## src/rtl/pipe_adder.sv

```systemverilog
// pipe_adder: WIDTH-bit adder/subtractor split into STAGES equal chunks.
// Each stage adds one chunk and registers its carry for the next stage.
// A single global enable (ce) advances or freezes the whole pipeline, so
// a stalled result at the output holds everything behind it in place.
module pipe_adder #(
  parameter int WIDTH  = 16,
  parameter int STAGES = 4
) (
  input  logic             sys_clk,
  input  logic             sys_rst,
  input  logic             in_valid,
  output logic             in_ready,
  input  logic [WIDTH-1:0] in1,
  input  logic [WIDTH-1:0] in2,
  input  logic             cin,
  input  logic             sub,
  output logic             out_valid,
  input  logic             out_ready,
  output logic [WIDTH-1:0] sum,
  output logic             cout,
  output logic             ovf
);

  localparam int CHUNK = WIDTH / STAGES;
  localparam int LAST  = STAGES - 1;

  if ((STAGES < 1) || (WIDTH % STAGES != 0)) begin : g_bad_params
    $error("pipe_adder: WIDTH must be a positive multiple of STAGES");
  end

  // Per-stage pipeline registers. a/b carry the operands forward so the
  // upper chunks reach their own stage; res accumulates finished chunks so
  // the lower result bits line up with the last chunk at the output.
  logic [STAGES-1:0] valid_q, valid_d;
  logic [STAGES-1:0] carry_q, carry_d;
  logic [WIDTH-1:0]  a_q   [STAGES];
  logic [WIDTH-1:0]  a_d   [STAGES];
  logic [WIDTH-1:0]  b_q   [STAGES];
  logic [WIDTH-1:0]  b_d   [STAGES];
  logic [WIDTH-1:0]  res_q [STAGES];
  logic [WIDTH-1:0]  res_d [STAGES];
  logic              ovf_q, ovf_d;

  // Inputs seen by each stage (stage 0 sees the ports, others the previous stage).
  logic [WIDTH-1:0]  src_a [STAGES];
  logic [WIDTH-1:0]  src_b [STAGES];
  logic [WIDTH-1:0]  src_r [STAGES];
  logic [STAGES-1:0] src_c;
  logic [STAGES-1:0] src_v;
  logic [CHUNK:0]    chunk_sum [STAGES];
  logic              msb_cin;
  logic              ce;

  assign ce        = ~valid_q[LAST] | out_ready;
  assign in_ready  = ce;
  assign out_valid = valid_q[LAST];
  assign sum       = res_q[LAST];
  assign cout      = carry_q[LAST];
  assign ovf       = ovf_q;

  // Route each stage's inputs; subtraction inverts B and the carry in at entry.
  always_comb begin
    src_a[0] = in1;
    src_b[0] = in2 ^ {WIDTH{sub}};
    src_r[0] = '0;
    src_c[0] = cin ^ sub;
    src_v[0] = in_valid;
    for (int k = 1; k < STAGES; k++) begin
      src_a[k] = a_q[k-1];
      src_b[k] = b_q[k-1];
      src_r[k] = res_q[k-1];
      src_c[k] = carry_q[k-1];
      src_v[k] = valid_q[k-1];
    end
  end

  // Chunk adders and next-state: valids shift on ce, data loads only for valid stages.
  always_comb begin
    valid_d = valid_q;
    carry_d = carry_q;
    ovf_d   = ovf_q;
    for (int k = 0; k < STAGES; k++) begin
      a_d[k]   = a_q[k];
      b_d[k]   = b_q[k];
      res_d[k] = res_q[k];
      chunk_sum[k] = {1'b0, src_a[k][k*CHUNK +: CHUNK]}
                   + {1'b0, src_b[k][k*CHUNK +: CHUNK]}
                   + {{CHUNK{1'b0}}, src_c[k]};
      if (ce) begin
        valid_d[k] = src_v[k];
        if (src_v[k]) begin
          a_d[k]   = src_a[k];
          b_d[k]   = src_b[k];
          res_d[k] = src_r[k];
          res_d[k][k*CHUNK +: CHUNK] = chunk_sum[k][CHUNK-1:0];
          carry_d[k] = chunk_sum[k][CHUNK];
        end
      end
    end
    // Carry into the MSB recovered from the MSB sum bit: s = a ^ b ^ c_in.
    msb_cin = src_a[LAST][WIDTH-1] ^ src_b[LAST][WIDTH-1] ^ chunk_sum[LAST][CHUNK-1];
    if (ce && src_v[LAST]) begin
      ovf_d = msb_cin ^ chunk_sum[LAST][CHUNK];
    end
  end

  // Pipeline state; reset clears all stages and discards in-flight operations.
  always_ff @(posedge sys_clk or posedge sys_rst) begin
    if (sys_rst) begin
      valid_q <= '0;
      carry_q <= '0;
      ovf_q   <= 1'b0;
      for (int k = 0; k < STAGES; k++) begin
        a_q[k]   <= '0;
        b_q[k]   <= '0;
        res_q[k] <= '0;
      end
    end else begin
      valid_q <= valid_d;
      carry_q <= carry_d;
      ovf_q   <= ovf_d;
      for (int k = 0; k < STAGES; k++) begin
        a_q[k]   <= a_d[k];
        b_q[k]   <= b_d[k];
        res_q[k] <= res_d[k];
      end
    end
  end

endmodule
```

## config.mk

```make
export PLATFORM = sky130hd
export DESIGN_NAME = pipe_adder
export DESIGN_NICKNAME = d
export VERILOG_FILES = /design/src/rtl/pipe_adder.sv
export SDC_FILE = /design/constraint.sdc
export NUM_CORES = 1
export LEC_CHECK = 0
export BUFFER_PORTS_ARGS = -buffer_cell sky130_fd_sc_hd__buf_2
export CAP_MARGIN = 30
export CORE_MARGIN = 8
export CORE_UTILIZATION = 58
export DETAILED_ROUTE_END_ITERATION = 8
export PLACE_DENSITY = 0.87
export SETUP_SLACK_MARGIN = 0.4
export SYNTH_ARGS = -nofsm -noshare
export SYNTH_HDL_FRONTEND = slang
export SYNTH_SLANG_ARGS = --single-unit
```

## constraint.sdc

```tcl
create_clock -name sys_clk -period 2.9 [get_ports sys_clk]
set_input_delay 0.145 -clock sys_clk [delete_from_list [all_inputs] [get_ports sys_clk]]
set_output_delay 0.145 -clock sys_clk [all_outputs]
set_load 0.03 [all_outputs]
```

Word-level counts from Yosys, hierarchy flattened
Cells that the tools add are included.
{ "classes": {"addsub": 8, "bitwise": 7, "n_reduce_logical": 5} }
{ "ops": {"columns": ["operator", "count"], "rows": [
  ["4-bit by 4-bit adder with 5-bit output", 4],
  ["5-bit by 1-bit adder with 5-bit output", 4],
  ["16-bit XOR", 1],
  ["2-bit AND reduction", 4],
  ["1-bit XOR", 4],
  ["1-bit logical AND", 1],
  ["1-bit inverter", 1],
  ["1-bit OR", 1]
]} }
{ "word_totals": {"input_bits": 38, "elab_cells": 36, "register_bits": 145} }

Longest topological paths before layout
{ "logic_depth": {"ltp_word": 4, "depth_mapped": 8, "mapped_depth_nobuf": 7} }

Least setup slack after synthesis
Ideal clock, no wire load.
{ "synth_timing": {"path_kind": "input to register", "start": "input sub", "end": "register carry_q[0]", "slack_ps": 945, "arrival_ps": 1827, "cell_stages": 8, "setup_time_ps": 127, "cell_sequence": "buf_4 > buf_4 > xor2_1 > fa_1 > fa_1 > a21o_1 > a21oi_1 > o21ai_0"} }
{ "synth_via": {"elab_chain_cells": 3, "word_cells_on_any_way": 4, "classes_between": "2 x add/sub; 2 x bitwise"} }
{ "synth_lines": {"columns": ["item", "line", "source"], "rows": [
  ["from (decl)", "16", "input logic sub,"],
  ["16-bit XOR", "64", "src_b[0] = in2 ^ {WIDTH{sub}};"],
  ["4-bit by 4-bit adder with 5-bit output", "87", "+ {1'b0, src_b[k][k*CHUNK +: CHUNK]}"],
  ["5-bit by 1-bit adder with 5-bit output *", "88", "+ {{CHUNK{1'b0}}, src_c[k]};"],
  ["to (signal assigned)", "120", "carry_q <= carry_d;"],
  ["to (decl)", "35", "logic [STAGES-1:0] carry_q, carry_d;"]
]} }
Mark *: on every way between the ends. The rest lies on a longest branch, timed or not.
A chain may end at the register's enable or synchronous reset.

Final worst setup path
{ "layout_timing": {"start": "register carry_q[2]", "end": "register ovf_q (netlist: ovf)"} }
{ "layout_via": {"elab_chain_cells": 3} }
{ "layout_lines": {"columns": ["item", "line", "source"], "rows": [
  ["5-bit by 1-bit adder with 5-bit output *", "88", null],
  ["1-bit XOR", "101", "msb_cin = src_a[LAST][WIDTH-1] ^ src_b[LAST][WIDTH-1] ^ chunk_sum[LAST][CHUNK-1];"],
  ["1-bit XOR *", "103", "ovf_d = msb_cin ^ chunk_sum[LAST][CHUNK];"],
  ["to (signal assigned)", "121", "ovf_q <= ovf_d;"],
  ["to (decl)", "42", "logic ovf_q, ovf_d;"]
]} }
Marks and branches as above.

==> metrics.yaml <==
logic_synthesis:
  ys_types: 25
  synth_commonest_cells: "dfrtp_1, mux2_4, nand2_1"
  synth_warnings: 0
  synthSimpleGateAreaFrac_pct: 4.46
  netlist_area_mm2: 0.00466
  synth-edff-count: 0
  synth.area.top_cells: "dfrtp_1, mux2_4, mux2_2, fa_1, ha_1"
  synth_flop_cell: "dfrtp_1"
  synth_fa_ha_area_share_pct: 6.66
  ys_ff_latch: 97
  synthMostInstantiatedCell: "dfrtp_1"
  yosysSeqAreaShare_pct: 52.1
  synth_mux_area_share_pct: 20.0
  syn_inst: 330
  syn_area_per_cell_um2: 14.1
  yosysTopAreaCell: "dfrtp_1"
  synth_fp_nets: 388
  netlist.area_leader.share_pct: 52.1
  synth-compound-area-share_pct: 5.05
  async_flop_share_pct: 100
  yosys.area_share.xor_xnor_pct: 4.89
  synth_top_family_by_area: "multiplexers"
placed_design:
  place_ws_ns: 0.804
  place_hpwl_mm: 5.59
  portBuffers: 57
  gp_congestion: 0.782
die:
  die_h_um: 106
  die-area_mm2: 0.0112
  rows: 32
  fp.dieW_um: 106
  coreArea_mm2: 0.00777
  start_util_pct: 60.0
  num_io_pins: 58
sta:
  fmax_ghz: 0.485
  fin_ws_ns: 0.836
  hold_viol_final: 0
  worst_pin_slew_ns: 0.826
  clock_skew_ns: 0.00656
  min_period_over_period_pct: 71.2
  max_slew_margin_pct: 44.8
  slew_viol_final: 0
  grt_setup_unrepaired: "false"
  setup_viol: 0
  finalCriticalPeriod_ns: 2.06
  fin_tns_setup_ns: 0
layout:
  area_growth_pct: 11.1
  antenna_cells: 0
  fillers: 574
  drive_above_1_share_pct: 38.1
  fin_nets: 439
global_routing:
  first_global_vias: 2710
  track_usage_pct: 15.1
  grt_first_pass_wirelength_mm: 13.4
  grt_overflow: 0
  antenna_found_initial: 0
  grt_max_degree: 61
route:
  wire_per_inst_um: 16.2
  drt_first_pass_iters: 4
  routed_wl_mm: 7.90
  via_count: 2479
  final_antenna_net_count: 0
  via_per_inst: 5.08
  drt_iter0_markers: 82
  drc: 0
worst_setup_path:
  cp_common_cell: "fa_1"
  worstPathRequired_ns: 3.15
  crit_path_end_kind: "flip-flop"
  reg2reg_slack_ns: 0.84
  worstPathCellList: "fa_1 > fa_1 > a21o_1 > a21oi_1 > xnor2_1 > o21ai_1"
  worst-setup-path-type: "reg2reg"
  critPathBufInv: 0
  slowest_stage: "fa_1"
  crit_arrival_ns: 2.31
  crit_family: "adder cells"
  crit_path_max_incr_delay_ns: 0.47
  cp_max_fo: 2
  start_kind: "flip-flop"
power:
  power_leakage_nw: 2.58
  vdd_drop_max_mv: 0.397
  fin_total_pwr_mw: 5.88
  powerDensity_mw_per_mm2: 1140
clock_network:
  cts_resized: 0
  cts_tree: "built"
  clk_latency_ns: 0.36
  cts_buffers: 9
  ctsHtreeMaxLevel: 3
  cts_root_buf: "clkbuf_8"
  cts.clk_slew.worst_paths_ns: 0.09
  cts_buffer_depth: 2
  clock-sinks: 97
flow_run:
  maxCapViolCount: 0
min_path:
  worstHoldPathType: "in2reg"
run_status:
  status: "finished, final reports clean"
[sequential cells by signal, summed over array words and instances (netlist names)]
| register | cells |
|---|---|
| ovf | 1 |
| a_q | 24 |
| valid_q | 4 |
| res_q | 24 |
| b_q | 24 |
| carry_q | 4 |
| sum | 16 |
[worst reg2reg max path, stage by stage (launching register included)]
cell	delay, ns
dfrtp_1	0.42
fa_1	0.47
fa_1	0.43
a21o_1	0.20
a21oi_1	0.21
xnor2_1	0.15
o21ai_1	0.08
[area by class of cell]
cell class,instances,area (um2),share of cell area [%]
inverters,10,48.8,0.943
flip-flops and latches,97,2430,46.9
clock inverters,7,119,2.30
repair buffers,69,415,8.03
clock buffers,9,124,2.39
well taps,102,128,2.47
multi-input cells,194,1910,37.0
[timing repair]
action	in CTS	in global routing
setup buffers	0	0
hold buffers	9	2
endpoints found under the hold margin	45	2
[layer usage]
metal	global-route usage (%)	share of wire, %	up-vias	routed length [um]
li1	-	-	1198	-
met1	19.8	48	1208	3760
met2	22.8	46	63	3630
met3	4.87	4.8	10	379
met4	5.73	1.6	0	125
met5	0	0	-	0
[layout by cell type, fill, tap and decap left out, drive strengths merged, types with 3 or more instances in the layout]
cell / n
ha: 12
a21oi: 9
inv: 9
mux2: 66
bufinv: 3
nand2: 36
buf: 58
xor2: 12
o21ai: 26
a21o: 8
xnor2: 14
dlygate4sd3: 11
clkinvlp: 3
dfrtp: 97
clkbuf: 9
fa: 8
[report_power, final]
part	leakage, nW	total, mW	internal (mW)	switching [mW]
Sequential	1.17	2.37	1.96	0.406
Clock	0.115	1.04	0.572	0.470
Combinational	1.30	2.47	1.29	1.18
[per-stage QoR]
| step | util, % | area (um2) | instances | hold WS [ns] |
|---|---|---|---|---|
| finish | 66.6 | 5170 | 488 | 0.0128 |
| global route | 66.6 | 5170 | 488 | 0.00849 |
| CTS | 66.3 | 5150 | 486 | 0.000528 |
| detailed placement | 62.1 | 4820 | 461 | 0.340 |
| global placement | 62.1 | 4820 | 461 | 0.322 |
| floorplan | - | 4660 | 330 | 0.294 |
[path summary, 6_finish.rpt]
path,start,cells after the start,endpoint
max,carry_q[2],6,ovf
min,in1[7],2,a_q[55]
max reg2reg,carry_q[2],6,ovf
min reg2reg,sum[15],2,sum[15]
max in group asynchronous,sys_rst,4,b_q[56]
min in group asynchronous,sys_rst,3,a_q[60]
[logic make-up after synthesis]
kind of cell,Yosys count
AOI/OAI and AO/OA,43
muxes,66
buffers and inverters,39
xor gates and xnor gates,26
DFF,97
and+or+nand+nor,39
adders and majority gates,20
(Power assumes the default switching activity.)
